## config.mk

```make
export PLATFORM = sky130hd
export DESIGN_NAME = mem_resp
export DESIGN_NICKNAME = d
export VERILOG_FILES = /design/src/rtl/mem_resp_pkg.sv /design/src/rtl/mem_resp_load_align.sv /design/src/rtl/mem_resp.sv
export SDC_FILE = /design/constraint.sdc
export NUM_CORES = 1
export LEC_CHECK = 0
export BUFFER_PORTS_ARGS = -buffer_cell sky130_fd_sc_hd__buf_2
export CORE_ASPECT_RATIO = 0.6
export CORE_UTILIZATION = 42
export DETAILED_ROUTE_END_ITERATION = 10
export GPL_ROUTABILITY_DRIVEN = 1
export PLACE_DENSITY = 0.77
export SYNTH_ARGS = -nofsm -noshare
export SYNTH_HDL_FRONTEND = slang
export SYNTH_SLANG_ARGS = --single-unit
export TNS_END_PERCENT = 10
```

## constraint.sdc

```tcl
create_clock -name clk -period 1.56 [get_ports clk]
set_input_delay 0.078 -clock clk [delete_from_list [all_inputs] [get_ports clk]]
set_output_delay 0.078 -clock clk [all_outputs]
set_load 0.01 [all_outputs]
```

## src/rtl/mem_resp_pkg.sv

```systemverilog
// Shared encodings for the MEM completion stage: write-back select, load/store types,
// and the alignment rule used to spot accesses the issuer suppresses.
package mem_resp_pkg;

    localparam logic [1:0] WD_RAM     = 2'b01;

    localparam logic [2:0] RAM_EXT_W  = 3'b000;
    localparam logic [2:0] RAM_EXT_B  = 3'b001;
    localparam logic [2:0] RAM_EXT_BU = 3'b010;
    localparam logic [2:0] RAM_EXT_H  = 3'b011;
    localparam logic [2:0] RAM_EXT_HU = 3'b100;

    localparam logic [3:0] RAM_WE_N   = 4'h0;
    localparam logic [3:0] RAM_WE_B   = 4'h1;
    localparam logic [3:0] RAM_WE_H   = 4'h3;
    localparam logic [3:0] RAM_WE_W   = 4'hF;

    // Loads are classified by ext_op, stores by their byte-enable pattern.
    function automatic logic is_misaligned(input logic [2:0] ext_op,
                                           input logic [3:0] we,
                                           input logic [1:0] off);
        logic mis;
        mis = 1'b0;
        if (we == RAM_WE_N) begin
            case (ext_op)
                RAM_EXT_H, RAM_EXT_HU: mis = off[0];
                RAM_EXT_W:             mis = (off != 2'b00);
                default:               mis = 1'b0;
            endcase
        end else begin
            case (we)
                RAM_WE_H: mis = off[0];
                RAM_WE_W: mis = (off != 2'b00);
                default:  mis = 1'b0;
            endcase
        end
        return mis;
    endfunction

endpackage

```

## src/rtl/mem_resp_load_align.sv

```systemverilog
// Lane select plus sign/zero extension of a word-aligned read word.
// Purely combinational so the cache refill path can reuse it.
module load_align
    import mem_resp_pkg::*;
(
    input  logic [2:0]  ext_op,
    input  logic [1:0]  off,
    input  logic [31:0] word,
    output logic [31:0] result
);

    logic [7:0]  byte_lane;
    logic [15:0] half_lane;

    always_comb begin
        byte_lane = word[{off, 3'b000} +: 8];
        half_lane = off[1] ? word[31:16] : word[15:0];
        case (ext_op)
            RAM_EXT_B:  result = {{24{byte_lane[7]}}, byte_lane};
            RAM_EXT_BU: result = {24'h0, byte_lane};
            RAM_EXT_H:  result = {{16{half_lane[15]}}, half_lane};
            RAM_EXT_HU: result = {16'h0, half_lane};
            default:    result = word;
        endcase
    end

endmodule

```

## src/rtl/mem_resp.sv

```systemverilog
// MEM-stage load/store completion: tracks the access in flight, stalls upstream,
// aligns load data and flags misaligned accesses (mem_ale/mem_badv under MEM_RESP_ALE_EN).
module mem_resp
    import mem_resp_pkg::*;
#(
    parameter int TIMEOUT_W = 8
) (
    input  logic                 clk,
    input  logic                 rst,
    input  logic                 ex_valid,
    input  logic [1:0]           mem_wd_sel,
    input  logic [31:0]          mem_ram_addr,
    input  logic [2:0]           mem_ram_ext_op,
    input  logic [3:0]           mem_ram_we,
    input  logic                 da_rvalid,
    input  logic [31:0]          da_rdata,
    output logic [31:0]          mem_rdata,
    output logic                 mem_done,
    output logic                 mem_stall,
    output logic                 mem_ale,
    output logic [31:0]          mem_badv,
    output logic [TIMEOUT_W-1:0] ld_wait_cnt
);

    localparam logic [1:0] S_IDLE = 2'd0;
    localparam logic [1:0] S_ST   = 2'd1;
    localparam logic [1:0] S_LD   = 2'd2;
    localparam logic [1:0] S_ERR  = 2'd3;

    logic [1:0]  state, state_nxt;
    logic        start;
    logic        ram_start;
    logic        mis;
    logic        done_nxt;
    logic        ld_capture;
    logic [2:0]  ctx_ext;
    logic [3:0]  ctx_we;
    logic [31:0] ctx_addr;
    logic [31:0] aligned;

    // start mirrors the issuer's request pulse: one cycle after EX hands over.
    assign ram_start = start && (mem_wd_sel == WD_RAM);
    assign mis       = is_misaligned(mem_ram_ext_op, mem_ram_we, mem_ram_addr[1:0]);

    always_ff @(posedge clk) begin
        if (rst) begin
            state <= S_IDLE;
            start <= 1'b0;
        end else begin
            state <= state_nxt;
            start <= ex_valid;
        end
    end

    always_comb begin
        state_nxt = state;
        case (state)
            S_IDLE: if (ram_start) begin
                if (mis)                         state_nxt = S_ERR;
                else if (mem_ram_we != RAM_WE_N) state_nxt = S_ST;
                else                             state_nxt = S_LD;
            end
            S_ST, S_ERR: state_nxt = S_IDLE;
            S_LD:        if (da_rvalid) state_nxt = S_IDLE;
            default:     state_nxt = S_IDLE;
        endcase
    end

    always_comb begin
        ld_capture = (state == S_LD) && da_rvalid;
        done_nxt   = (state == S_ST) || (state == S_ERR) || ld_capture;
        mem_stall  = ram_start || (state != S_IDLE);
    end

    // Context is only taken from IDLE, so a stray start mid-access cannot corrupt it.
    always_ff @(posedge clk) begin
        if (rst) begin
            ctx_ext  <= '0;
            ctx_we   <= '0;
            ctx_addr <= '0;
        end else if (state == S_IDLE && ram_start) begin
            ctx_ext  <= mem_ram_ext_op;
            ctx_we   <= mem_ram_we;
            ctx_addr <= mem_ram_addr;
        end
    end

    load_align u_align (
        .ext_op (ctx_ext),
        .off    (ctx_addr[1:0]),
        .word   (da_rdata),
        .result (aligned)
    );

    always_ff @(posedge clk) begin
        if (rst) begin
            mem_done    <= 1'b0;
            mem_rdata   <= '0;
            ld_wait_cnt <= '0;
        end else begin
            mem_done <= done_nxt;
            if (ld_capture)
                mem_rdata <= aligned;
`ifndef MEM_RESP_ALE_EN
            else if (state == S_ERR && ctx_we == RAM_WE_N)
                mem_rdata <= '0;
`endif
            if (state == S_IDLE && state_nxt == S_LD)
                ld_wait_cnt <= '0;
            else if (state == S_LD && !da_rvalid && ld_wait_cnt != '1)
                ld_wait_cnt <= ld_wait_cnt + 1'b1;
        end
    end

`ifdef MEM_RESP_ALE_EN
    always_ff @(posedge clk) begin
        if (rst) begin
            mem_ale  <= 1'b0;
            mem_badv <= '0;
        end else begin
            mem_ale <= (state == S_ERR);
            if (state == S_ERR)
                mem_badv <= ctx_addr;
        end
    end
`else
    logic unused_ctx_addr;
    assign unused_ctx_addr = ^ctx_addr[31:2];
    assign mem_ale  = 1'b0;
    assign mem_badv = '0;
`endif

endmodule

```

==> results of run 1 <==
how the worst min path moves through the flow:
stage	from	end	slack (ps)	cells after the start
detailed placement	ex_valid	start	330	2
finish	ex_valid	start	20	2
CTS	ex_valid	start	20	2
global placement	ex_valid	start	290	2
floorplan	rst	start	150	1
global route	ex_valid	start	30	2
cell usage after synthesis, drive strengths merged (8+ instances only):
cell type	instances	area (sq um)
dfxtp	53	1060
nand2	47	176
buf	46	330
a21oi	18	90.1
a22o	18	158
mux2	16	188
or2	16	100
o22ai	15	93.8
nor2	12	47.6
mux2i	9	90.1
o22a	8	70.1
metal layers:
layer | up-vias | routed length, microns | global-route usage [%] | share of wire [%]
met2 | 140 | 3990 | 34.3 | 44
met3 | 6 | 805 | 6.38 | 8.9
li1 | 1446 | - | - | -
met1 | 1471 | 4240 | 33.4 | 47
met4 | 0 | 61 | 5.10 | 0.67
met5 | - | 0 | 0 | 0
metrics by stage:
stage | cells | util [%]
2_1_floorplan | 376 | -
3_3_place_gp | 540 | 54.3
3_5_place_dp | 540 | 54.3
6_report | 551 | 58.7
5_1_grt | 551 | 58.7
4_1_cts | 551 | 57.8
timing repair:
| action | 4_1_cts | 5_1_grt |
|---|---|---|
| cloned | 1 | 0 |
| setup buffers | 2 | 0 |
| pin swaps | 2 | 2 |
| endpoints found under the setup margin | 33 | 38 |
| resized for setup | 9 | 17 |
power breakdown:
group	switching, mW	total, mW	internal [mW]
sequential	0.00849	1.37	1.36
clock	0.505	1.31	0.802
combinational	0.220	0.401	0.181
total	0.733	3.08	2.34
cell families after synthesis:
group | Yosys count | synth area share (%)
AOI/OAI and AO/OA | 90 | 21.7
xor gates and xnor gates | 6 | 1.94
adders and majority gates | 1 | 0.404
buffers and inverters | 54 | 11.6
DFF | 53 | 34.2
muxes | 26 | 9.69
other | 1 | 0.121
and+or+nand+nor | 113 | 20.3
sequential cells by signal, indices dropped and copies added (netlist names):
| name | flops |
|---|---|
| mem_rdata | 32 |
| ld_wait_cnt | 8 |
| ctx_we | 4 |
| ctx_ext | 3 |
| ctx_addr | 2 |
| state | 2 |
| mem_done | 1 |
| start | 1 |
layout make-up:
class,instances,area [sq um],area share [%]
Clock buffer,6,139,3.43
Multi-Input combinational cell,270,1890,46.5
Clock inverter,2,37.5,0.926
Timing Repair Buffer,132,807,19.9
Tap cell,87,109,2.69
Inverter,1,3.75,0.0926
Sequential cell,53,1070,26.4
==> results.sh, run 1 <==
export IMPL_status="complete, but fails checks"
export IMPL_violations="negative setup slack"
export IMPL_path_depth=5
export IMPL_clock_latency_ps=290
export IMPL_clockBufferDepth=2
export IMPL_timing_rr_end="mem_rdata[23]"
export IMPL_drtAntennaViolNets=0
export IMPL_cts_root_buffer="clkbuf_16"
export IMPL_fin_ws_ps=-12.1
export IMPL_synth_edff_count=0
export IMPL_final_max_slew_violation_count=0
export IMPL_htree_num_levels=2
export IMPL_hold_viol=0
export IMPL_fin_area_sq_um=4050
export IMPL_rsz0062_at_grt="true"
export IMPL_worstPathMaxFanout=14
export IMPL_yosysSeqAreaShare_pct=34.2
export IMPL_post_drt_wl_per_cell_microns=16.5
export IMPL_clkSinkCount=53
export IMPL_grt_pass1_wl_mm=13.8
export IMPL_hpwl_mm=6.83
export IMPL_worstHoldPathType="input port to flop"
export IMPL_start_util_pct=44.9
export IMPL_p_leak_nw=1.78
export IMPL_netlist_area_sq_um=3100
export IMPL_fmax_mhz=636
export IMPL_dp_slack_ps=-234
export IMPL_grt_overflow_total=0
export IMPL_grt_usage_pct=23.1
export IMPL_via_count=3063
export IMPL_slowest_stage="dfxtp_4"
export IMPL_die_w_microns=113
export IMPL_syn_inst=344
export IMPL_finalClockSkew_ps=7.01
export IMPL_hold_buffers=0
export IMPL_port_buffers=88
export IMPL_post_dp_cell_area_sq_um=3750
export IMPL_required_ps=1750
export IMPL_drt_pre_antenna_iters=4
export IMPL_ioPinCount=152
export IMPL_async_reset_ff_share_pct=0
export IMPL_cpPeakStageDelay_ps=390
export IMPL_cp_startpoint="ctx_addr[1]"
export IMPL_p_total_mw=3.08
export IMPL_cp_arrival_ps=1760
export IMPL_worstSetupEndpoint="mem_rdata[23]"
export IMPL_path_buf_inv=1
export IMPL_ys_seq_elements=53
export IMPL_drt_iter0_drc=172
export IMPL_drc=0
export IMPL_final_common_cell="buf_2"
export IMPL_wl_mm=9.09
export IMPL_power_density_nw_per_um2=759
export IMPL_nFillCells=631
export IMPL_final_cell_mix="buf_2 (88), dfxtp_1 (48), nand2_1 (45)"
export IMPL_whs_ps=16.3
export IMPL_yosysWarnings=0
export IMPL_path_clk_slew_ps=70
export IMPL_synth_flop_cell="dfxtp_1"
export IMPL_tightestPinTransition_ps=596
export IMPL_peakVddDrop_v=0.000540
export IMPL_path_delay_family="simple AND/OR/NAND/NOR gates"
export IMPL_post_route_period_util_pct=101
export IMPL_r2r_start="ctx_addr[1]"
export IMPL_dieHeight_microns=68.5
export IMPL_n_antenna_cell=0
export IMPL_r2r_cells=5
export IMPL_r2r_slack_ps=-10
export IMPL_syn_to_final_growth_pct=30.7
export IMPL_numCtsBuffers=5
export IMPL_final_setup_tns_ps=-32.2
export IMPL_end_kind="flop"
export IMPL_path_cells="mux2_4 -> nor4b_4 -> nor4_4 -> buf_12 -> a22o_1"
export IMPL_grt_pass1_vias=2677
export IMPL_min_period_ps=1570
export IMPL_final_nets=541
export IMPL_cts_tree="done"
export IMPL_die_area_sq_um=7740
export IMPL_drive_gt1_share_pct=39.4
export IMPL_antenna_found_initial=0
export IMPL_row_count=23
export IMPL_avgSynthCellArea_sq_um=9.01
export IMPL_grt_max_degree=26
export IMPL_vias_per_cell=5.56
export IMPL_drv_cap=0
export IMPL_worstSetupPathType="flop to flop"
export IMPL_start_kind="flop"
export IMPL_gp_congestion=0.895
export IMPL_core_area_sq_um=6910
export IMPL_synthDistinctLibCells=58
export IMPL_setup_violations_final=8
export IMPL_relSlewSlack_pct=60.2
No activity file was read; power rests on OpenSTA's default activity.
==> run 2: changes to the inputs <==
- clock period: 1.56 -> 1.3 ns (I/O delays scaled with it)
==> run 2 against run 1 <==
- the flow still finishes with violations (negative setup slack)
- total power rose by 20%
- combinational power increased by 28%
- worst hold slack improved by 79 ps
- maximum frequency down 1.6%
- die area unchanged
- via count up 4.9%
- clock skew is 2.7 ps lower
- register-to-register slack got worse by 280 ps
- worst setup slack worse by 280 ps
- final cell count rose by 3.6%
- critical path type unchanged
- largest cell class unchanged
- largest power group unchanged
==> results.sh, run 2 (synthesis results as in run 1) <==
export IMPL_ioPinCount=152
export IMPL_fin_ws_ps=-297
export IMPL_power_density_nw_per_um2=871
export IMPL_final_common_cell="buf_2"
export IMPL_grt_pass1_vias=2856
export IMPL_dp_slack_ps=-450
export IMPL_clock_latency_ps=300
export IMPL_drtAntennaViolNets=0
export IMPL_die_area_sq_um=7740
export IMPL_rsz0062_at_grt="true"
export IMPL_end_kind="flop"
export IMPL_setup_violations_final=37
export IMPL_grt_overflow_total=0
export IMPL_drc=0
export IMPL_die_w_microns=113
export IMPL_min_period_ps=1600
export IMPL_max_flop_register="mem_rdata"
export IMPL_row_count=23
export IMPL_hpwl_mm=7.02
export IMPL_required_ps=1490
export IMPL_drv_cap=0
export IMPL_fin_util_pct=61.6
export IMPL_largest_reg_flops=32
export IMPL_final_max_slew_violation_count=0
export IMPL_vias_per_cell=5.63
export IMPL_violations="negative setup slack"
export IMPL_cp_arrival_ps=1780
export IMPL_post_dp_cell_area_sq_um=3900
export IMPL_final_nets=561
export IMPL_n_antenna_cell=0
export IMPL_path_cells="mux2_4 -> nor4_4 -> nor4_4 -> buf_4 -> a22o_1"
export IMPL_drive_gt1_share_pct=45.2
export IMPL_p_total_mw=3.70
export IMPL_cp_common_cell="nor4_4"
export IMPL_start_util_pct=44.9
export IMPL_path_clk_slew_ps=70
export IMPL_final_cell_mix="buf_2 (88), buf_4 (59), nand2_1 (45)"
export IMPL_worstHoldPathType="input port to flop"
export IMPL_post_route_period_util_pct=123
export IMPL_via_count=3214
export IMPL_grt_pass1_wl_mm=14.7
export IMPL_peakVddDrop_v=0.000418
export IMPL_htree_num_levels=2
export IMPL_gp_congestion=0.949
export IMPL_cts_tree="done"
export IMPL_drt_iter0_drc=283
export IMPL_reg_top3="mem_rdata x32, ld_wait_cnt x8, ctx_we x4"
export IMPL_p_leak_nw=1.89
export IMPL_fmax_mhz=626
export IMPL_hold_viol=0
export IMPL_numCtsBuffers=5
export IMPL_wl_mm=9.79
export IMPL_antenna_found_initial=0
export IMPL_finalClockSkew_ps=4.34
export IMPL_worstSetupPathType="flop to flop"
export IMPL_dieHeight_microns=68.5
export IMPL_port_buffers=88
export IMPL_drt_pre_antenna_iters=7
export IMPL_fin_cells=571
export IMPL_core_area_sq_um=6910
export IMPL_post_drt_wl_per_cell_microns=17.1
export IMPL_grt_usage_pct=25.0
export IMPL_relSlewSlack_pct=60.4
export IMPL_cts_root_buffer="clkbuf_16"
export IMPL_tightestPinTransition_ps=593
export IMPL_grt_max_degree=23
export IMPL_worstPathMaxFanout=7
export IMPL_syn_to_final_growth_pct=37.2
export IMPL_status="complete, but fails checks"
export IMPL_start_kind="flop"
export IMPL_fin_area_sq_um=4250
export IMPL_cpPeakStageDelay_ps=410
export IMPL_clockBufferDepth=2
export IMPL_dp_cells=558
export IMPL_clkSinkCount=53
export IMPL_slowest_stage="dfxtp_4"
## run 2: timing repair
action | in CTS | in global routing
hold buffers | 1 | 0
hold endpoints to repair | 1 | 0
setup endpoints to repair | 41 | 48
pin swaps | 7 | 3
setup buffers | 3 | 0
gates resized for setup | 26 | 13
cloned | 1 | 0
## run 2: power breakdown
group | switching, mW | internal (mW) | leakage, nW
clock network | 0.633 | 0.914 | 0.0843
logic | 0.277 | 0.237 | 1.38
registers | 0.0111 | 1.63 | 0.432
total | 0.921 | 2.78 | 1.89
## run 2: worst paths after layout
check / from / endpoint / slack [ps] / depth (start not counted)
max: ctx_addr[1] / mem_rdata[30] / -300 / 5
min: da_rdata[24] / mem_rdata[24] / 100 / 3
max reg2reg: ctx_addr[1] / mem_rdata[30] / -300 / 5
min reg2reg: mem_rdata[5] / mem_rdata[5] / 470 / 1
## run 2: critical path: cells and delay by family (launching register included)
family,cells,cell delay (ps)
muxes,1,340
AOI/OAI and AO/OA,1,190
and+or+nand+nor,2,370
DFF,1,410
buffers and inverters,1,170
## run 2: layer usage
metal | up-vias | routed length, microns | track usage, %
li1 | 1481 | - | -
met1 | 1530 | 4310 | 34.5
met2 | 183 | 4380 | 40.1
met3 | 20 | 960 | 5.59
met4 | 0 | 141 | 6.09
met5 | - | 0 | 0
## run 2: layout make-up
| cell class | instances | area [sq um] |
|---|---|---|
| well taps | 87 | 109 |
| clock buffers | 5 | 125 |
| flip-flops and latches | 53 | 1070 |
| inverters | 1 | 3.75 |
| repair buffers | 152 | 947 |
| clock inverters | 3 | 45.0 |
| fillers | 589 | 2660 |
| multi-input cells | 270 | 1950 |
## run 2: metrics by stage
stage                     TNS [ps]  hold slack [ps]
after floorplan              -5610              137
after global placement      -13180              274
after detailed placement    -13570              285
after CTS                    -7750             83.2
after global routing        -10440             92.5
final                        -8550             95.0
==> run 3: changes to the inputs <==
- GPL_TIMING_DRIVEN: default -> 0
- SYNTH_HIERARCHICAL: default -> 1
==> run 3 against run 2 <==
- the flow finishes with violations (design-rule violations, negative hold slack, negative setup slack)
- largest cell class unchanged
- critical endpoint is now mem_rdata[9]
- combinational power up 4.3%
- synthesized cell count down 5.5%
- final cell count down 5.1%
- critical path depth up 3
- clock-buffer cell count unchanged
- maximum frequency down 13%
- worst setup slack worse by 230 ps
- global-route usage down 1.3 points
- clock skew up 7.9 ps
- worst hold slack worse by 97 ps
- core utilization down 2.2 points
- largest power group is now the clock network
- total power up 5.5%
==> results.sh, run 3 <==
export IMPL_grt_overflow_total=0
export IMPL_path_clk_slew_ps=70
export IMPL_max_flop_register="mem_rdata"
export IMPL_nFillCells=600
export IMPL_cts_tree="done"
export IMPL_grt_usage_pct=23.7
export IMPL_power_density_nw_per_um2=965
export IMPL_grt_max_degree=18
export IMPL_synth_adder_area_share_pct=0.414
export IMPL_timing_rr_end="mem_rdata[9]"
export IMPL_gr_usage_met2_pct=35.3
export IMPL_drv_cap=0
export IMPL_synth_flop_cell="dfxtp_1"
export IMPL_die_w_microns=112
export IMPL_clkSinkCount=53
export IMPL_yosys_top_cells_count="dfxtp_1 (53), buf_4 (37), a22o_1 (32), nand2_1 (25), nor2_1 (19)"
export IMPL_ys_seq_elements=53
export IMPL_clockBufferDepth=2
export IMPL_drc=6
export IMPL_end_kind="flop"
export IMPL_synth_area_leaders="dfxtp_1 (35%), a22o_1 (9.3%), buf_4 (9.2%)"
export IMPL_fin_ws_ps=-525
export IMPL_synth_mux_area_share_pct=6.21
export IMPL_path_delay_family="compound AO/OA/AOI/OAI gates"
export IMPL_yosysTopAreaCell="dfxtp_1"
export IMPL_min_to="start"
export IMPL_syn_inst=325
export IMPL_drt_iter0_drc=391
export IMPL_use_met1_pct=32.4
export IMPL_via_count=3023
export IMPL_grt_pass1_vias=2733
export IMPL_synth_edff_count=0
export IMPL_min_path_cells=2
export IMPL_avgSynthCellArea_sq_um=9.30
export IMPL_grt_pass1_wl_mm=13.7
export IMPL_post_route_period_util_pct=140
export IMPL_cpPeakStageDelay_ps=330
export IMPL_fin_util_pct=59.4
export IMPL_violations="design-rule violations, negative hold slack, negative setup slack"
export IMPL_dp_slack_ps=-690
export IMPL_whs_ps=-2.18
export IMPL_yosysWarnings=6
export IMPL_cts_root_buffer="clkbuf_16"
export IMPL_globalRoute_busiestLayer="met2"
export IMPL_numCtsBuffers=5
export IMPL_drt_pre_antenna_iters=11
export IMPL_rsz0062_at_grt="true"
export IMPL_final_common_cell="buf_2"
export IMPL_synth_compound_area_share_pct=31.7
export IMPL_gp_congestion=0.921
export IMPL_ioPinCount=152
export IMPL_cp_arrival_ps=2010
export IMPL_largest_reg_flops=32
export IMPL_start_kind="flop"
export IMPL_antenna_found_initial=0
export IMPL_synth_xor_area_share_pct=0.870
export IMPL_hold_viol=1
export IMPL_cp_common_cell="buf_4"
export IMPL_drtAntennaViolNets=0
export IMPL_slowest_stage="dfxtp_2"
export IMPL_drive_gt1_share_pct=41.3
export IMPL_worstSetupPathType="flop to flop"
export IMPL_worstHoldStart="ex_valid"
export IMPL_yosysSeqAreaShare_pct=35.1
export IMPL_p_leak_nw=1.94
export IMPL_async_reset_ff_share_pct=0
export IMPL_worstHoldPathType="input port to flop"
export IMPL_finalClockSkew_ps=12.2
export IMPL_synth_most_common_cell="dfxtp_1"
export IMPL_wl_mm=8.93
export IMPL_core_area_sq_um=6820
export IMPL_die_area_sq_um=7550
export IMPL_synth_simple_gate_area_share_pct=12.6
export IMPL_netlist_area_sq_um=3020
export IMPL_required_ps=1480
export IMPL_final_cell_mix="buf_2 (96), dfxtp_1 (45), buf_4 (41)"
export IMPL_n_antenna_cell=0
export IMPL_relSlewSlack_pct=58.5
export IMPL_status="complete, but fails checks"
export IMPL_fmax_mhz=548
export IMPL_final_nets=532
export IMPL_final_max_slew_violation_count=0
export IMPL_r2r_cells=8
export IMPL_vias_per_cell=5.58
export IMPL_worstPathMaxFanout=8
export IMPL_hpwl_mm=6.70
export IMPL_dieHeight_microns=67.7
export IMPL_r2r_start="ctx_ext[1]"
export IMPL_synth_top_family_by_area="compound AO/OA/AOI/OAI gates"
export IMPL_post_synth_top_area_fraction_pct=35.1
export IMPL_post_drt_wl_per_cell_microns=16.5
export IMPL_clock_latency_ps=300
export IMPL_synthDistinctLibCells=52
export IMPL_min_period_ps=1830
export IMPL_tightestPinTransition_ps=620
export IMPL_r2r_slack_ps=-530
export IMPL_setup_violations_final=35
export IMPL_syn_to_final_growth_pct=34.0
export IMPL_port_buffers=88
export IMPL_start_util_pct=44.3
export IMPL_grtUsageMet3_pct=7.90
export IMPL_path_buf_inv=3
export IMPL_reg_top3="mem_rdata x32, ld_wait_cnt x8, ctx_we x4"
export IMPL_path_cells="buf_6 -> and2_4 -> buf_4 -> buf_4 -> a32oi_2 -> o22ai_1 -> a211o_1 -> a22o_1"
export IMPL_peakVddDrop_v=0.000543
export IMPL_htree_num_levels=2
export IMPL_row_count=23
export IMPL_hold_buffers=0
-- run 3: changes by cell type in the layout (fill, tap and decap cells not counted), moves of 7 or more --
cell	before	now
a21o_1	0	16
buf_4	59	41
buf_2	88	96
or2_2	15	0
nand2_1	45	24
mux2_1	14	0
a221o_1	0	7
nor2_1	11	18
a2bb2oi_1	7	0
o22a_1	8	0
a22o_1	17	32
a32o_1	7	0
a211o_1	0	9
-- run 3: metrics by stage --
step / power [mW] / TNS (ps) / cells / cell area [sq um]
CTS: 3.92 / -15050 / 542 / 3990
detailed placement: 2.18 / -20430 / 532 / 3700
floorplan: 2.01 / -11850 / 357 / 3150
global route: 4.05 / -17160 / 542 / 4050
global placement: 2.17 / -18680 / 532 / 3700
finish: 3.91 / -15070 / 542 / 4050
-- run 3: final cells by class --
class | count | area (sq um) | share of cell area [%]
Tap cell | 87 | 109 | 2.69
Buffer | 52 | 380 | 9.39
Timing Repair Buffer | 93 | 478 | 11.8
Multi-Input combinational cell | 246 | 1790 | 44.3
Inverter | 3 | 11.3 | 0.278
Clock inverter | 3 | 68.8 | 1.70
Sequential cell | 53 | 1080 | 26.8
Clock buffer | 5 | 125 | 3.09
-- run 3: where the power goes --
group | internal, mW | total, mW | switching, mW | leakage, nW
Sequential | 1.62 | 1.63 | 0.00879 | 0.433
Clock | 1.11 | 1.74 | 0.626 | 0.0944
Combinational | 0.251 | 0.536 | 0.285 | 1.42
Total | 2.99 | 3.91 | 0.920 | 1.94
-- run 3: routing by layer --
layer / up-vias / share of wire, % / routed length, microns
met4: 0 / 0.93 / 83
met2: 169 / 42 / 3780
met5: - / 0 / 0
met3: 15 / 11 / 947
met1: 1413 / 46 / 4110
li1: 1426 / - / -
-- run 3: worst max-delay path by stage --
stage	from	end	slack, ps	cells after the start
final	ctx_ext[1]	mem_rdata[9]	-530	8
after global routing	ctx_ext[1]	mem_rdata[4]	-570	6
after CTS	ctx_ext[1]	mem_rdata[4]	-590	6
after global placement	ctx_addr[1]	mem_rdata[4]	-630	5
after floorplan	ctx_ext[0]	mem_rdata[0]	-430	7
after detailed placement	ctx_addr[1]	mem_rdata[4]	-690	5
-- run 3: what timing repair did --
item	in CTS	in global routing
buffers inserted	5	0
resized for setup	26	19
pin swaps	8	12
endpoints found under the setup margin	50	50
-- run 3: logic make-up after synthesis --
logic type,after synthesis
other cells,1
compound gates,117
xor+xnor,3
mux,17
buf+inv,58
simple gates,75
flops,53
fa+ha+maj,1
-- run 3: worst reg2reg max path, cell delays in order (launching register included) --
cell and delay [ps]:
dfxtp_2 330, buf_6 120, and2_4 150, buf_4 130, buf_4 170, a32oi_2 220
o22ai_1 110, a211o_1 280, a22o_1 220
